<file path="config.mk">
export PLATFORM = sky130hd
export DESIGN_NAME = parking_lot_multi_gate_flat
export DESIGN_NICKNAME = d
export VERILOG_FILES = /design/src/rtl/parking_pkg.sv /design/src/rtl/parking_lot_multi_gate_if.sv /design/src/rtl/parking_gate_fsm.sv /design/src/rtl/parking_lot_multi_gate.sv /design/src/flat_wrapper.sv
export SDC_FILE = /design/constraint.sdc
export NUM_CORES = 1
export LEC_CHECK = 0
export CORE_ASPECT_RATIO = 0.5
export CORE_MARGIN = 1.5
export CORE_UTILIZATION = 50
export DETAILED_ROUTE_END_ITERATION = 10
export PLACE_DENSITY_LB_ADDON = 0.1
export SLEW_MARGIN = 0
export SYNTH_ARGS = -nofsm -noshare
export SYNTH_HDL_FRONTEND = slang
export SYNTH_SLANG_ARGS = --single-unit
</file>
<file path="constraint.sdc">
create_clock -name clk -period 3.2 [get_ports clk]
set_input_delay 0.32 -clock clk [delete_from_list [all_inputs] [get_ports clk]]
set_output_delay 0.32 -clock clk [all_outputs]
set_load 0.03 [all_outputs]
</file>
<file path="src/rtl/parking_pkg.sv">
// Shared types and helpers for the multi-gate parking occupancy tracker.
package parking_pkg;

  localparam int unsigned MAX_GATES   = 8;
  localparam int unsigned MAX_COUNT_W = 10;
  localparam int unsigned SUM_W       = MAX_COUNT_W + 4;
  localparam int unsigned POP_W       = 4;

  typedef enum logic [2:0] {
    IDLE = 3'd0,
    EN1  = 3'd1,
    EN2  = 3'd2,
    EN3  = 3'd3,
    EX1  = 3'd4,
    EX2  = 3'd5,
    EX3  = 3'd6
  } gate_state_e;

  function automatic int unsigned count_width(input int unsigned cap);
    return $clog2(cap + 1);
  endfunction

  function automatic logic [POP_W-1:0] popcount(input logic [MAX_GATES-1:0] v);
    logic [POP_W-1:0] n;
    n = '0;
    for (int unsigned i = 0; i < MAX_GATES; i++) n = n + POP_W'(v[i]);
    return n;
  endfunction

  // Saturate a signed sum into [0, hi]
  function automatic logic signed [SUM_W-1:0] clamp(input logic signed [SUM_W-1:0] x,
                                                    input logic signed [SUM_W-1:0] hi);
    if (x[SUM_W-1]) return '0;
    else if (x > hi) return hi;
    else return x;
  endfunction

endpackage

</file>
<file path="src/rtl/parking_lot_multi_gate_if.sv">
// Sensor inputs and occupancy/status outputs of the lot tracker.
// PARKING_LOT_REJECT_EN adds the per-gate lot_reject signal.
interface parking_lot_multi_gate_if #(
  parameter int unsigned NUM_GATES = 2,
  parameter int unsigned CAPACITY  = 200
);
  import parking_pkg::*;

  localparam int unsigned COUNT_W = count_width(CAPACITY);

  logic [NUM_GATES-1:0] a;
  logic [NUM_GATES-1:0] b;
  logic [NUM_GATES-1:0] gate_enter;
  logic [NUM_GATES-1:0] gate_exit;
  logic [COUNT_W-1:0]   occupancy;
  logic [COUNT_W-1:0]   free_spaces;
  logic                 full;
  logic                 empty;

`ifdef PARKING_LOT_REJECT_EN
  logic [NUM_GATES-1:0] lot_reject;

  modport master (output a, b,
                  input  gate_enter, gate_exit, occupancy, free_spaces, full, empty, lot_reject);
  modport slave  (input  a, b,
                  output gate_enter, gate_exit, occupancy, free_spaces, full, empty, lot_reject);
`else
  modport master (output a, b,
                  input  gate_enter, gate_exit, occupancy, free_spaces, full, empty);
  modport slave  (input  a, b,
                  output gate_enter, gate_exit, occupancy, free_spaces, full, empty);
`endif

endinterface

</file>
<file path="src/rtl/parking_gate_fsm.sv">
// Per-gate direction decoder: turns a full a/b beam pass into one-cycle enter/exit pulses.
// PARKING_LOT_REJECT_EN diverts an entry completed while the lot is full to reject.
module parking_gate_fsm
  import parking_pkg::*;
(
  input  logic clk,
  input  logic reset_n,
  input  logic a,
  input  logic b,
`ifdef PARKING_LOT_REJECT_EN
  input  logic full,
  output logic reject,
`endif
  output logic enter,
  output logic exit
);

  gate_state_e state_q, state_d;
  logic        enter_q, enter_d;
  logic        exit_q,  exit_d;
  logic [1:0]  ab;

`ifdef PARKING_LOT_REJECT_EN
  logic reject_q, reject_d;
  assign reject = reject_q;
`endif

  assign ab    = {a, b};
  assign enter = enter_q;
  assign exit  = exit_q;

  always_ff @(posedge clk or negedge reset_n) begin
    if (!reset_n) begin
      state_q <= IDLE;
      enter_q <= 1'b0;
      exit_q  <= 1'b0;
`ifdef PARKING_LOT_REJECT_EN
      reject_q <= 1'b0;
`endif
    end else begin
      state_q <= state_d;
      enter_q <= enter_d;
      exit_q  <= exit_d;
`ifdef PARKING_LOT_REJECT_EN
      reject_q <= reject_d;
`endif
    end
  end

  always_comb begin
    state_d = state_q;
    enter_d = 1'b0;
    exit_d  = 1'b0;
`ifdef PARKING_LOT_REJECT_EN
    reject_d = 1'b0;
`endif
    case (state_q)
      IDLE: case (ab)
        2'b10:   state_d = EN1;
        2'b01:   state_d = EX1;
        default: ;
      endcase
      EN1: case (ab)
        2'b11:   state_d = EN2;
        2'b00:   state_d = IDLE;
        default: ;
      endcase
      EN2: case (ab)
        2'b01:   state_d = EN3;
        2'b10:   state_d = EN1;
        2'b00:   state_d = IDLE;
        default: ;
      endcase
      EN3: case (ab)
        2'b00: begin
          state_d = IDLE;
`ifdef PARKING_LOT_REJECT_EN
          if (full) reject_d = 1'b1;
          else      enter_d  = 1'b1;
`else
          enter_d = 1'b1;
`endif
        end
        2'b11:   state_d = EN2;
        2'b10:   state_d = IDLE;
        default: ;
      endcase
      EX1: case (ab)
        2'b11:   state_d = EX2;
        2'b00:   state_d = IDLE;
        default: ;
      endcase
      EX2: case (ab)
        2'b10:   state_d = EX3;
        2'b01:   state_d = EX1;
        2'b00:   state_d = IDLE;
        default: ;
      endcase
      EX3: case (ab)
        2'b00: begin
          state_d = IDLE;
          exit_d  = 1'b1;
        end
        2'b11:   state_d = EX2;
        2'b01:   state_d = IDLE;
        default: ;
      endcase
      default: state_d = IDLE;
    endcase
  end

endmodule

</file>
<file path="src/rtl/parking_lot_multi_gate.sv">
// Multi-gate occupancy tracker: per-gate decoders merged into one saturating counter.
// PARKING_LOT_REJECT_EN enables lot_reject for entries attempted while full.
module parking_lot_multi_gate
  import parking_pkg::*;
#(
  parameter int unsigned NUM_GATES = 2,
  parameter int unsigned CAPACITY  = 200
)(
  input  logic                      clk,
  input  logic                      reset_n,
  parking_lot_multi_gate_if.slave   bus
);

  localparam int unsigned COUNT_W = count_width(CAPACITY);
  localparam int unsigned NET_W   = COUNT_W + 4;

  logic [NUM_GATES-1:0]     gate_enter;
  logic [NUM_GATES-1:0]     gate_exit;
  logic [COUNT_W-1:0]       occupancy_q, occupancy_d;
  logic signed [NET_W-1:0]  net_c;
  logic signed [SUM_W-1:0]  sum_c;
  logic                     full_c;

`ifdef PARKING_LOT_REJECT_EN
  logic [NUM_GATES-1:0] gate_reject;
  assign bus.lot_reject = gate_reject;
`endif

  for (genvar g = 0; g < NUM_GATES; g++) begin : g_gate
    parking_gate_fsm u_fsm (
      .clk     (clk),
      .reset_n (reset_n),
      .a       (bus.a[g]),
      .b       (bus.b[g]),
`ifdef PARKING_LOT_REJECT_EN
      .full    (full_c),
      .reject  (gate_reject[g]),
`endif
      .enter   (gate_enter[g]),
      .exit    (gate_exit[g])
    );
  end

  // All gates' pulses net out before saturation, so opposite events cancel cleanly
  always_comb begin
    net_c = $signed(NET_W'(popcount(MAX_GATES'(gate_enter))))
          - $signed(NET_W'(popcount(MAX_GATES'(gate_exit))));
    sum_c = SUM_W'(net_c) + $signed(SUM_W'(occupancy_q));
    occupancy_d = COUNT_W'(clamp(sum_c, $signed(SUM_W'(CAPACITY))));
  end

  always_ff @(posedge clk or negedge reset_n) begin
    if (!reset_n) occupancy_q <= '0;
    else          occupancy_q <= occupancy_d;
  end

  assign full_c          = (occupancy_q == COUNT_W'(CAPACITY));
  assign bus.gate_enter  = gate_enter;
  assign bus.gate_exit   = gate_exit;
  assign bus.occupancy   = occupancy_q;
  assign bus.free_spaces = COUNT_W'(CAPACITY) - occupancy_q;
  assign bus.full        = full_c;
  assign bus.empty       = (occupancy_q == '0);

endmodule

</file>
<file path="src/flat_wrapper.sv">
// flat-port wrapper written by rule: the top's interface ports become plain ports
module parking_lot_multi_gate_flat import parking_pkg::*;
#(
  parameter int unsigned NUM_GATES = 2,
  parameter int unsigned CAPACITY  = 200
)
  (clk, reset_n, bus_a, bus_b, bus_gate_enter, bus_gate_exit, bus_occupancy, bus_free_spaces, bus_full, bus_empty);
  parking_lot_multi_gate_if #(.NUM_GATES(NUM_GATES), .CAPACITY(CAPACITY)) bus_i ();
  input  logic clk;
  input  logic reset_n;
  input wire logic [$bits(bus_i.a)-1:0] bus_a;
  input wire logic [$bits(bus_i.b)-1:0] bus_b;
  output wire logic [$bits(bus_i.gate_enter)-1:0] bus_gate_enter;
  output wire logic [$bits(bus_i.gate_exit)-1:0] bus_gate_exit;
  output wire logic [$bits(bus_i.occupancy)-1:0] bus_occupancy;
  output wire logic [$bits(bus_i.free_spaces)-1:0] bus_free_spaces;
  output wire logic [$bits(bus_i.full)-1:0] bus_full;
  output wire logic [$bits(bus_i.empty)-1:0] bus_empty;
  assign bus_i.a = bus_a;
  assign bus_i.b = bus_b;
  assign bus_gate_enter = bus_i.gate_enter;
  assign bus_gate_exit = bus_i.gate_exit;
  assign bus_occupancy = bus_i.occupancy;
  assign bus_free_spaces = bus_i.free_spaces;
  assign bus_full = bus_i.full;
  assign bus_empty = bus_i.empty;
  parking_lot_multi_gate #(.NUM_GATES(NUM_GATES), .CAPACITY(CAPACITY)) u_core (.clk(clk), .reset_n(reset_n), .bus(bus_i));
endmodule
</file>
## After elaboration in Yosys (flattened, before gate mapping)

Index checks and enable logic that the tools add are counted.

- Bits in registers: 18
- Word-level logic and storage cells: 81
- Input port bits: 6

- Equal/unequal tests: 33
- $add $sub $neg: 5
- Reductions and logical operators: 11
- Order comparisons: 1
- Mux-type cells: 24

Operators by type and width:

| cell | number |
|---|---|
| 3-bit case mux with 2 select lines | 10 |
| 3-bit case mux with 7 select lines | 2 |
| 3-bit case mux with 3 select lines | 4 |
| 3-bit != test (second input constant) | 8 |
| 3-bit equality test (second input constant) | 6 |
| 8-bit two-way mux | 2 |
| 4-bit != test (second input constant) | 4 |
| 7-bit AND reduction | 2 |
| 3-bit by 2-bit equality test with 1-bit output (second input constant) | 4 |
| 3-bit by 9-bit adder with 10-bit output | 1 |
| 10-bit by 9-bit > comparator with 1-bit output (second input constant) | 1 |
| 2-bit equality test (second input constant) | 4 |
| 8-bit equality test (second input constant) | 1 |
| 8-bit zero test | 1 |
| 2-bit OR reduction | 4 |
| 8-bit subtractor (first input constant) | 1 |
| 3-bit by 1-bit equality test with 1-bit output (second input constant) | 2 |
| 3-bit zero test | 2 |
| 1-bit two-way mux | 6 |
| 3-bit by 2-bit != test with 1-bit output (second input constant) | 2 |
| 1-bit by 1-bit adder with 2-bit output | 2 |
| 2-bit by 1-bit equality test with 1-bit output (second input constant) | 2 |
| 2-bit zero test | 2 |
| 2-bit by 2-bit subtractor with 3-bit output | 1 |

## Depth between registers and ports, before layout

- Depth in word-level cells: 6
- Gate-level depth with buffers: 14
- Depth with buffers taken out: 14

## Cells and area by module

A second synthesis with hierarchy kept.

- Cells, all modules: 236
- Area, all modules: 2,103.3 um2

By module, submodules not included:

| module | seq. area each (um2) | cells an instance | instances | area an instance (um2) |
|---|---|---|---|---|
| parking_lot_multi_gate | 200.2 | 145 | 1 | 1,174.9 |
| parking_gate_fsm (u_core.g_gate[0].u_fsm) | 125.1 | 47 | 1 | 465.4 |
| parking_gate_fsm (u_core.g_gate[1].u_fsm) | 125.1 | 44 | 1 | 462.9 |

## Least setup slack after synthesis

No wires, ideal clock.

- Kind: reg2reg
- From: reg u_core.g_gate[1].u_fsm.exit_q
- To: reg u_core.occupancy_q[1], in the netlist u_core.bus.occupancy[1]
- Path buffers: 0
- Setup time: 0.087 ns
- Cell stages (with the launch flop): 13
- Data arrival time: 3.009 ns
- Setup slack: 0.105 ns
- Cell sequence: dfrtp_1 > fa_1 > inv_1 > ha_1 > ha_1 > inv_1 > fa_1 > nand2b_1 > a21oi_2 > o21ai_0 > a21boi_0 > o221ai_2 > a211oi_2

- Word-level cells in the longest chain between the ends: 6

RTL lines:

| item | line | text |
|---|---|---|
| start: declaration | parking_gate_fsm.sv:20 | `logic exit_q, exit_d;` |
| start signal: assignment | parking_gate_fsm.sv:43 | `exit_q <= exit_d;` |
| 1-bit by 1-bit adder with 2-bit output * | parking_pkg.sv:26 | `for (int unsigned i = 0; i < MAX_GATES; i++) n = n + POP_W'(v[i]);` |
| 2-bit by 2-bit subtractor with 3-bit output * | parking_lot_multi_gate.sv:47 | `- $signed(NET_W'(popcount(MAX_GATES'(gate_exit))));` |
| 3-bit by 9-bit adder with 10-bit output * | parking_lot_multi_gate.sv:48 | `sum_c = SUM_W'(net_c) + $signed(SUM_W'(occupancy_q));` |
| 10-bit by 9-bit > comparator with 1-bit output | parking_pkg.sv:34 | `else if (x > hi) return hi;` |
| 8-bit two-way mux | parking_pkg.sv:34 |  |
| 8-bit two-way mux * | parking_pkg.sv:33 | `if (x[SUM_W-1]) return '0;` |
| via u_core.occupancy_d[1] | parking_lot_multi_gate.sv:19 | `logic [COUNT_W-1:0] occupancy_q, occupancy_d;` |
| end signal: assignment | parking_lot_multi_gate.sv:54 | `else occupancy_q <= occupancy_d;` |
| end: declaration | parking_lot_multi_gate.sv:19 |  |

Mark *: on every way through the listed nets, which the timed path passes. The rest lies on a longest branch.
A chain may end at the register's enable or synchronous reset.

## Final worst setup path

- From: reg u_core.g_gate[1].u_fsm.exit_q
- To: reg u_core.occupancy_q[4], in the netlist u_core.bus.occupancy[4]

Same word-level chain as after synthesis.

==> summary.txt <==
Final layout
  • Utilization after layout: 0.630
  • Finished Layout Cells: 311
  • Antenna fix cells: 0
  • Combined flip-flop and latch cell area: 450 sq um
  • Total number of nets in the final design: 284
  • Fraction of layout cells with a size suffix above 1: 0.206
  • Number of fill cells in the layout: 357
  • Footprint of the multi-input gates: 1480 sq um
  • Synthesis-to-layout area growth: 19.7%

Clock network
  • H-tree Lvls: 1
  • TritonCTS Buffers: 3
  • Reg clk slew, reported paths: 0.06 ns
  • TritonCTS clock tree: built
  • Number of buffers on the longest clock path: 2
  • Clock insertion delay at the later pin of the skew report: 0.24 ns
  • Clock root buffer: sky130_fd_sc_hd__clkbuf_8
  • Sinks on the clock net: 18

Route
  • DR WL/cell: 14.3 microns
  • Number of nets still failing antenna checks after routing: 0
  • Vias per cell: 5.67
  • Total length of routed wires: 4450 microns
  • Count of routing violations after the opening detailed-route iteration: 61
  • Via count of the routed design: 1763
  • Remaining routing DRC violations: 0
  • First drt pass iteration count: 4

Pwr
  • Pint: 1.12 mW
  • Power share of the clock group: 0.064
  • Power share of the combinational group: 0.714
  • Maximum resistive drop on vdd: 371 uV
  • Flop pwr share: 0.222
  • Switching fraction of total power: 0.517
  • Net Switching: 1.20 mW
  • Tot Pwr: 2.32 mW
  • Power per unit of standard cell area: 933 nW/um^2
  • Leakage power: 0.988 nW

Critical path
  • Startpoint Class: flop
  • Worst setup EP type: flop
  • Worst stage delay on the critical path: 0.55 ns
  • Cell with the largest stage delay on the worst path: sky130_fd_sc_hd__fa_1
  • Maximum fanout along the worst path: 6
  • Worst EP required: 3.35 ns
  • Critical path start-end classification: reg -> reg
  • Most frequent cell on the critical path: sky130_fd_sc_hd__ha_4
  • Ordered cell list for the critical path: fa_1 -> inv_2 -> ha_4 -> ha_4 -> inv_1 -> fa_2 -> nor4b_4 -> a31oi_2 -> a41oi_2 -> xor2_2 -> a21oi_4 -> nor4_4
  • Signal arrival time at the worst endpoint: 3.23 ns

Floorplan
  • IO Count: 28
  • Die height: 48.6 microns
  • Total Die Area: 4570 sq um
  • Width of the chip: 94.1 microns
  • Number of standard-cell rows in the floorplan: 16
  • Initial Utilization: 0.526
  • Placeable Area: 3940 sq um

Placement
  • Port Buffers: 27
  • Gpl congestion: 0.847
  • Detailed-placement wirelength estimate: 3330 microns
  • Setup WS pre-CTS: -0.144 ns
  • # placed instances: 306

Logic synthesis
  • Syn_nets: 261
  • FF+latch count, synth: 18
  • Share of Yosys cell area claimed by the top area cell type: 0.217
  • Post-synthesis adder-cell area fraction: 0.122
  • Post-synthesis xor/xnor area fraction: 0.0585
  • Multiplexer fraction of the synthesized cell area: 0.0108
  • Leading area contributor after synthesis: sky130_fd_sc_hd__dfrtp_1
  • Count of synthesis-stage warnings from yosys: 0
  • Fraction of synthesis flops using an asynchronous set or reset pin: 1.00
  • Number of enable-type register cells in the synthesized netlist: 0
  • Number of cells produced by synthesis: 236
  • Main area contributors after synthesis: sky130_fd_sc_hd__dfrtp_1 (22%), sky130_fd_sc_hd__ha_1 (10%), sky130_fd_sc_hd__inv_1 (3.8%), sky130_fd_sc_hd__xnor2_1 (3.8%), sky130_fd_sc_hd__buf_4 (3.3%)
  • Synthesized-area fraction occupied by and/or/nand/nor cells: 0.221
  • Cell variety after synth: 70
  • Most instantiated flip-flop cell in the synthesis netlist: sky130_fd_sc_hd__dfrtp_1
  • Mapped Avg Cell Area: 8.80 sq um
  • Cell Area, Synth: 2080 sq um
  • Sequential area share after synthesis: 0.217
  • Synth Area in Compound Gates: 0.248
  • Dominant combinational cell family by area after synthesis: compound AO/OA/AOI/OAI gates

Timing
  • Maximum operating frequency: 0.324 GHz
  • Time the worst path needs with I/O delays and setup: 3.09 ns
  • Remaining max-slew budget at the tightest pin: 0.494
  • Crit path setup slack, layout: 0.114 ns
  • Hold slack final: 0.519 ns
  • Fin. Hold Viols: 0
  • Final count of pins violating max slew: 0
  • Transition time at the pin with the least slew margin: 0.757 ns
  • Final Setup Violations: 0
  • RSZ-0062 raised after global routing: yes
  • Clock skew after layout: 0.00169 ns
  • Final worst path period share: 0.964

Hold path
  • Min-Delay Path Class: in -> async

Global routing
  • Overflow left after global routing: 0
  • First-pass GRT wire length: 7710 microns
  • Maximum number of pins on one net before global-route repair: 19
  • Initial antenna violation count: 0
  • Vias in the first global route: 1657
  • Overall routing resource usage: 0.208

Outcome
  • Outcome: finished clean

Job
  • Max Cap Violations: 0
cell type report:
type	count	area share
well taps	54	0.0272
clock buffers	3	0.0166
repair buffers	40	0.148
inverters	21	0.0327
flip-flops and latches	18	0.181
multi-input cells	175	0.594
per-layer routing:
| metal | wire, microns | vias up | track usage |
|---|---|---|---|
| met3 | 98 | 8 | 0.0142 |
| li1 | - | 871 | - |
| met4 | 76 | 0 | 0.0697 |
| met2 | 2050 | 34 | 0.338 |
| met5 | 0 | - | 0 |
| met1 | 2220 | 850 | 0.295 |
worst max-delay path, delay by kind of cell, from the launching register on:
kind	cells	cell delay (ns)
fa+ha+maj	4	1.33
buf+inv	2	0.10
simple gates	2	0.46
flops	1	0.39
xor+xnor	1	0.29
compound gates	3	0.41
layout by cell type, fill, tap and decap left out, types with 3 or more instances in the layout:
| cell type | n |
|---|---|
| sky130_fd_sc_hd__a211oi_2 | 3 |
| sky130_fd_sc_hd__a21oi_1 | 11 |
| sky130_fd_sc_hd__buf_4 | 13 |
| sky130_fd_sc_hd__clkbuf_8 | 3 |
| sky130_fd_sc_hd__clkdlybuf4s50_1 | 27 |
| sky130_fd_sc_hd__dfrtp_1 | 18 |
| sky130_fd_sc_hd__ha_1 | 13 |
| sky130_fd_sc_hd__ha_4 | 4 |
| sky130_fd_sc_hd__inv_1 | 19 |
| sky130_fd_sc_hd__nand2_1 | 11 |
| sky130_fd_sc_hd__nand2b_1 | 8 |
| sky130_fd_sc_hd__nand3_1 | 4 |
| sky130_fd_sc_hd__nor2_1 | 13 |
| sky130_fd_sc_hd__nor2b_1 | 5 |
| sky130_fd_sc_hd__nor3_1 | 5 |
| sky130_fd_sc_hd__nor3b_1 | 4 |
| sky130_fd_sc_hd__o21ai_0 | 12 |
| sky130_fd_sc_hd__o31ai_1 | 4 |
| sky130_fd_sc_hd__xnor2_1 | 9 |
| sky130_fd_sc_hd__xor2_1 | 3 |
timing repair:
| item | CTS | global route |
|---|---|---|
| pin swaps | 2 | 6 |
| endpoints found under the setup margin | 6 | 7 |
| resized for setup | 1 | 17 |
| setup buffers | 0 | 2 |
| hold buffers | 0 | 0 |
cells in the mapped netlist, types with 2 or more instances:
| cell type | count |
|---|---|
| sky130_fd_sc_hd__or3_1 | 2 |
| sky130_fd_sc_hd__clkbuf_1 | 4 |
| sky130_fd_sc_hd__buf_2 | 2 |
| sky130_fd_sc_hd__nand2b_1 | 8 |
| sky130_fd_sc_hd__o21a_1 | 2 |
| sky130_fd_sc_hd__a31oi_1 | 3 |
| sky130_fd_sc_hd__buf_6 | 4 |
| sky130_fd_sc_hd__dfrtp_1 | 18 |
| sky130_fd_sc_hd__a21o_1 | 2 |
| sky130_fd_sc_hd__a32oi_1 | 2 |
| sky130_fd_sc_hd__nor3_1 | 5 |
| sky130_fd_sc_hd__o21ai_1 | 3 |
| sky130_fd_sc_hd__a21oi_1 | 11 |
| sky130_fd_sc_hd__a211oi_2 | 2 |
| sky130_fd_sc_hd__ha_1 | 17 |
| sky130_fd_sc_hd__buf_4 | 9 |
| sky130_fd_sc_hd__fa_1 | 2 |
| sky130_fd_sc_hd__nor3b_1 | 4 |
| sky130_fd_sc_hd__nor2_1 | 13 |
| sky130_fd_sc_hd__nand3b_1 | 2 |
| sky130_fd_sc_hd__a211oi_1 | 2 |
| sky130_fd_sc_hd__nor2b_1 | 5 |
| sky130_fd_sc_hd__o31ai_1 | 4 |
| sky130_fd_sc_hd__a22oi_1 | 2 |
| sky130_fd_sc_hd__and3b_1 | 2 |
| sky130_fd_sc_hd__o21ai_0 | 12 |
| sky130_fd_sc_hd__a21oi_2 | 3 |
| sky130_fd_sc_hd__nand2_2 | 2 |
| sky130_fd_sc_hd__nand2_1 | 11 |
| sky130_fd_sc_hd__o22ai_1 | 2 |
| sky130_fd_sc_hd__nor3_2 | 2 |
| sky130_fd_sc_hd__and3_1 | 2 |
| sky130_fd_sc_hd__nand3_1 | 4 |
| sky130_fd_sc_hd__nand4b_1 | 2 |
| sky130_fd_sc_hd__inv_1 | 21 |
| sky130_fd_sc_hd__xor2_1 | 3 |
| sky130_fd_sc_hd__xnor2_1 | 9 |
cell families (layout without fill, tap and decap cells):
kind of cell,count (synthesis),count (layout)
and+or+nand+nor,74,74
AOI/OAI and AO/OA,68,68
buffers and inverters,43,64
adders and majority gates,19,19
DFF,18,18
xor gates and xnor gates,13,13
muxes,1,1
registers in the layout, summed over array words and instances (netlist names):
| name | cells |
|---|---|
| u_core.bus.occupancy | 8 |
| u_core.g_gate.u_fsm.enter | 2 |
| u_core.g_gate.u_fsm.exit | 2 |
| u_core.g_gate.u_fsm.state_q | 6 |
worst paths after layout:
check	startpoint	endpoint	slack, ns	cells after the start
setup / recovery	u_core.g_gate[1].u_fsm.exit	u_core.bus.occupancy[4]	0.11	12
hold / removal	reset_n	u_core.g_gate[1].u_fsm.state_q[0]	0.52	1
setup reg to reg	u_core.g_gate[1].u_fsm.exit	u_core.bus.occupancy[4]	0.11	12
hold reg to reg	u_core.g_gate[0].u_fsm.state_q[1]	u_core.g_gate[0].u_fsm.state_q[2]	0.64	1
max in group asynchronous	reset_n	u_core.bus.occupancy[6]	2.20	1
min in group clk	u_core.g_gate[0].u_fsm.state_q[1]	u_core.g_gate[0].u_fsm.state_q[2]	0.64	1
power groups by stage:
stage          registers [mW]  clock network, mW  logic [mW]
2_1_floorplan           0.446                  0        1.24
3_3_place_gp            0.510                  0        1.57
3_5_place_dp            0.507                  0        1.59
4_1_cts                 0.506              0.154        1.60
5_1_grt                 0.539              0.167        1.80
6_report                0.516              0.148        1.65
per-stage QoR:
step / setup TNS, ns / instance area [sq um]
2_1_floorplan: 0 / 2080
5_1_grt: -0.0396 / 2480
3_5_place_dp: -0.333 / 2320
6_report: 0 / 2480
4_1_cts: -0.000544 / 2360
3_3_place_gp: -0.0825 / 2320
No activity file was read; power rests on OpenSTA's default activity.
==> RTL edit 1: new RTL, config.mk and constraints unchanged <==
`NUM_GATES` is set to 2 in 3 places; all go to 1.
--- a/src/rtl/parking_lot_multi_gate_if.sv
+++ b/src/rtl/parking_lot_multi_gate_if.sv
@@ -1,7 +1,7 @@
 // Sensor inputs and occupancy/status outputs of the lot tracker.
 // PARKING_LOT_REJECT_EN adds the per-gate lot_reject signal.
 interface parking_lot_multi_gate_if #(
-  parameter int unsigned NUM_GATES = 2,
+  parameter int unsigned NUM_GATES = 1,
   parameter int unsigned CAPACITY  = 200
 );
   import parking_pkg::*;
--- a/src/rtl/parking_lot_multi_gate.sv
+++ b/src/rtl/parking_lot_multi_gate.sv
@@ -3,7 +3,7 @@
 module parking_lot_multi_gate
   import parking_pkg::*;
 #(
-  parameter int unsigned NUM_GATES = 2,
+  parameter int unsigned NUM_GATES = 1,
   parameter int unsigned CAPACITY  = 200
 )(
   input  logic                      clk,
--- a/src/flat_wrapper.sv
+++ b/src/flat_wrapper.sv
@@ -1,7 +1,7 @@
 // flat-port wrapper written by rule: the top's interface ports become plain ports
 module parking_lot_multi_gate_flat import parking_pkg::*;
 #(
-  parameter int unsigned NUM_GATES = 2,
+  parameter int unsigned NUM_GATES = 1,
   parameter int unsigned CAPACITY  = 200
 )
   (clk, reset_n, bus_a, bus_b, bus_gate_enter, bus_gate_exit, bus_occupancy, bus_free_spaces, bus_full, bus_empty);
Interface: changed (resized bus_a, bus_b, bus_gate_enter and bus_gate_exit); port bits go from 28 to 24. The function was not compared with the original's and may differ.
==> RTL edit 1 against the original RTL <==
Area after synthesis shrank 30%. Final area shrank 31%. Sequential cell count shrank 5. Via count shrank 22%. Sequential power shrank 18%. Worst setup slack gained 290 ps. Routed wire length shrank 25%. First-iteration DRC count grew 84%. Total power shrank 17%. Critical path type unchanged. Largest cell class unchanged. Largest power group unchanged.
==> RTL edit 1: results (changes against the original RTL) <==
outcome - complete, no violations
diode count - 0 (unchanged)
LEAKAGE - 0.0007438 uW (-25%)
share of cells above drive strength 1 - 6.154% (-14 points)
CTS H-tree depth - 1 (unchanged)
Top Family by Delay on Critical Path - compound AO/OA/AOI/OAI gates
max incr delay on CP - 500 ps (-50 ps)
vias in the first global route - 1182 (-29%)
worst slack, placed - 465.5 ps (+609.0 ps)
Ys Warns - 0 (unchanged)
via count - 1383 (-22%)
XOR/XNOR Fraction of Synth Area - 8.383% (+2.5 points)
RePlAce Congestion - 0.8712 (+2.9%)
Arrival @ worst endpoint - 2900 ps (-330 ps)
Final #Nets - 211 (-26%)
Most used DFF post-synth - dfrtp_1
Compound-Gate Fraction of Synth Area - 26.01% (+1.2 points)
Synth Area in Adders - 9.410% (-2.8 points)
post-synthesis cell type count - 52 (-26%)
worst clock skew - 2.886 ps (+1.193 ps)
Post-DP HPWL - 2.493 mm (-25%)
largest fanout on the critical path - 5 (-1)
GR Util All Layers - 21.83% (+1.0 points)
post-synthesis sequential area ratio - 22.24% (+0.54 points)
slowest stage cell, crit path - a221oi_1
post-synthesis mux area share - 0.6843% (-0.40 points)
Worst Max-Slew Pin Slew - 624.7 ps (-132.3 ps)
initial antenna violation count - 0 (unchanged)
CTS resizes - 0 (-1)
Initial DRC Count - 112 (+84%)
Routed WL per cell - 14.37 um (+0.50%)
Commonest cells post-synth - 13 x dfrtp_1, 13 x inv_1, 12 x a21oi_1
Mapped Nets - 196 (-25%)
worst-skew pair later-pin latency - 240 ps (about the same)
top post-synthesis cells by area - dfrtp_1 22%, ha_1 9.4%, xnor2_1 6.0%
first-pass GRT wire length - 5.361 mm (-31%)
Max IR drop VDD - 817.7 uV (+120%)
PortBufs - 23 (-15%)
worst hold path class - in2async
maximum number of pins on one net before global-route repair - 19 (unchanged)
## RTL edit 1: cell types whose count changed after synthesis, sizes merged, moves of 4 or more
cell    before  now
nand2b       8    4
o21ai       16   12
inv         21   13
ha          17   11
dfrtp       18   13
buf         16   10
nor2        14   10
## RTL edit 1: kinds of logic after synthesis
logic type / after synthesis
xor gates and xnor gates: 14
adders and majority gates: 11
DFF: 13
buffers and inverters: 28
and+or+nand+nor: 60
AOI/OAI and AO/OA: 54
muxes: 1
## RTL edit 1: final timing paths
path	from	endpoint	slack [ps]	cells past startpoint
max in group asynchronous	reset_n	u_core.bus.occupancy[2]$_DFF_PN0_	2400	1
setup / recovery	u_core.g_gate[0].u_fsm.exit$_DFF_PN0_	u_core.bus.occupancy[0]$_DFF_PN0_	400	9
setup reg to reg	u_core.g_gate[0].u_fsm.exit$_DFF_PN0_	u_core.bus.occupancy[0]$_DFF_PN0_	400	9
hold reg to reg	u_core.g_gate[0].u_fsm.state_q[1]$_DFFE_PN0P_	u_core.g_gate[0].u_fsm.state_q[1]$_DFFE_PN0P_	670	2
hold / removal	reset_n	u_core.g_gate[0].u_fsm.state_q[0]$_DFFE_PN0P_	440	1
min in group clk	u_core.g_gate[0].u_fsm.state_q[1]$_DFFE_PN0P_	u_core.g_gate[0].u_fsm.state_q[1]$_DFFE_PN0P_	670	2
## RTL edit 1: area by class of cell
| cell class | instances | area, um2 |
|---|---|---|
| Clock buffer | 4 | 45.04 |
| Fill cell | 250 | 969.7 |
| Inverter | 13 | 48.80 |
| Multi-Input combinational cell | 140 | 1003 |
| Sequential cell | 13 | 325.3 |
| Tap cell | 37 | 46.29 |
| Timing Repair Buffer | 25 | 245.2 |
## RTL edit 1: metal layers
metal  track usage, %  routed length [um]
met1            28.14                1650
met2            41.95                1552
met3            1.333                 131
met4            5.263                   0
met5                0                   0
## RTL edit 1: power breakdown
group	total [uW]	switching, uW	internal, uW
Clock	140	52.2	87.5
Sequential	421	192	229
Combinational	1370	781	589
## RTL edit 1: per-stage QoR
| step | instance area, um2 | std cells | power, uW |
|---|---|---|---|
| after floorplan | 1463 | 181 | 1359 |
| after global placement | 1669 | 228 | 1767 |
| after detailed placement | 1669 | 228 | 1786 |
| after CTS | 1714 | 232 | 1932 |
| after global routing | 1714 | 232 | 2068 |
| final | 1714 | 232 | 1931 |
==> RTL edit 2: new RTL, same flow settings <==
Without the edit above. Reset style: synchronous (`reset_n`), changed in 2 clocked blocks.
--- a/src/rtl/parking_gate_fsm.sv
+++ b/src/rtl/parking_gate_fsm.sv
@@ -29,7 +29,7 @@
   assign enter = enter_q;
   assign exit  = exit_q;
 
-  always_ff @(posedge clk or negedge reset_n) begin
+  always_ff @(posedge clk) begin
     if (!reset_n) begin
       state_q <= IDLE;
       enter_q <= 1'b0;
--- a/src/rtl/parking_lot_multi_gate.sv
+++ b/src/rtl/parking_lot_multi_gate.sv
@@ -49,7 +49,7 @@
     occupancy_d = COUNT_W'(clamp(sum_c, $signed(SUM_W'(CAPACITY))));
   end
 
-  always_ff @(posedge clk or negedge reset_n) begin
+  always_ff @(posedge clk) begin
     if (!reset_n) occupancy_q <= '0;
     else          occupancy_q <= occupancy_d;
   end
Behaviour: differs if reset_n is asserted again (counterexample within 10 cycles, from zero or initial values and one cycle with reset_n low); with reset_n held inactive, the same outputs for 10 cycles.
==> RTL edit 2 against the original RTL <==
Final cell count down 0.32%. Final area down 4.9%. Routed wire length down 2.9%. Area after synthesis down 6.4%. Sequential cell count unchanged. Worst setup slack better by 42 ps. Via count down 0.45%.
Power is left out: it rests on default switching activity, and per cell area and clock period it moved more than threefold.
==> RTL edit 2: results (changes against the original RTL) <==
outcome - complete, no violations
cell depth of the worst flop-to-flop path - 13 (+1)
routed wl met3 - 151 um (+54%)
Worst Max-Slew Pin Slew - 593.4 ps (-163.6 ps)
Critical Path End - u_core.bus.occupancy[0]$_SDFF_PP0_
maximum number of pins on one net before global-route repair - 17 (-2)
DP Cell Count - 303 (-0.98%)
share of cells above drive strength 1 - 15.83% (-4.8 points)
worst hold path class - reg2reg
drt total wl - 4.320 mm (-2.9%)
Mapped Nets - 266 (+1.9%)
worst clock skew - 2.267 ps (+0.5744 ps)
first-pass GRT wire length - 6.927 mm (-10%)
met1 Usage GRT - 26.63% (-2.9 points)
met1 WL - 2.058 mm (-7.4%)
Mapped Cells - 240 (+1.7%)
flop2flop setup slack - 160 ps (+40 ps)
worst slack, placed - 62.26 ps (+205.8 ps)
vias per inst - 5.661 (-0.13%)
Final #Nets - 287 (+1.1%)
final hold slack - 537.6 ps (+18.19 ps)
post-synthesis cell type count - 58 (-17%)
Cell Area, Placed - 2207 um2 (-4.9%)
crit path from - u_core.g_gate[1].u_fsm.exit$_SDFF_PN0_
Final Non-Filler Cells - 310 (-0.32%)
CTS resizes - 0 (-1)
Commonest cells post-synth - 18 x dfxtp_1, 18 x ha_1, 18 x nor2_1
met2 wire length - 2.051 mm (about the same)
post-synthesis sequential area ratio - 18.56% (-3.1 points)
max incr delay on CP - 530 ps (-20 ps)
GR Util All Layers - 20.67% (-0.13 points)
top post-synthesis cells by area - dfxtp_1 19%, ha_1 12%, xnor2_1 6.3%
vias in the first global route - 1532 (-7.5%)
Post-synth ARST share - 0% (-100 points)
largest fanout on the critical path - 13 (+7)
## RTL edit 2: cell count changes after synthesis, moves of 4 or more
cell,before,now
dfrtp_1,18,0
dfxtp_1,0,18
clkbuf_1,4,11
a21boi_0,1,7
a21oi_1,11,16
nor2_1,13,18
xnor2_1,9,14
buf_4,9,5
inv_1,21,17
o31ai_1,4,0
## RTL edit 2: cells by family after synthesis
| logic type | count (synthesis) | share of synthesized area [%] |
|---|---|---|
| AND/OR/NAND/NOR | 82 | 24.68 |
| buffers and inverters | 39 | 9.536 |
| multiplexers | 4 | 2.319 |
| XOR/XNOR | 17 | 8.055 |
| AO/OA/AOI/OAI | 60 | 23.20 |
| adder cells (fa/ha/maj) | 20 | 13.66 |
| flip-flops | 18 | 18.56 |
## RTL edit 2: final cells by class
class	instances	area, um2
Tap cell	51	63.81
Clock buffer	3	41.29
Timing Repair Buffer	38	356.6
Multi-Input combinational cell	183	1476
Sequential cell	18	361.6
Fill cell	310	1202
Inverter	17	63.81
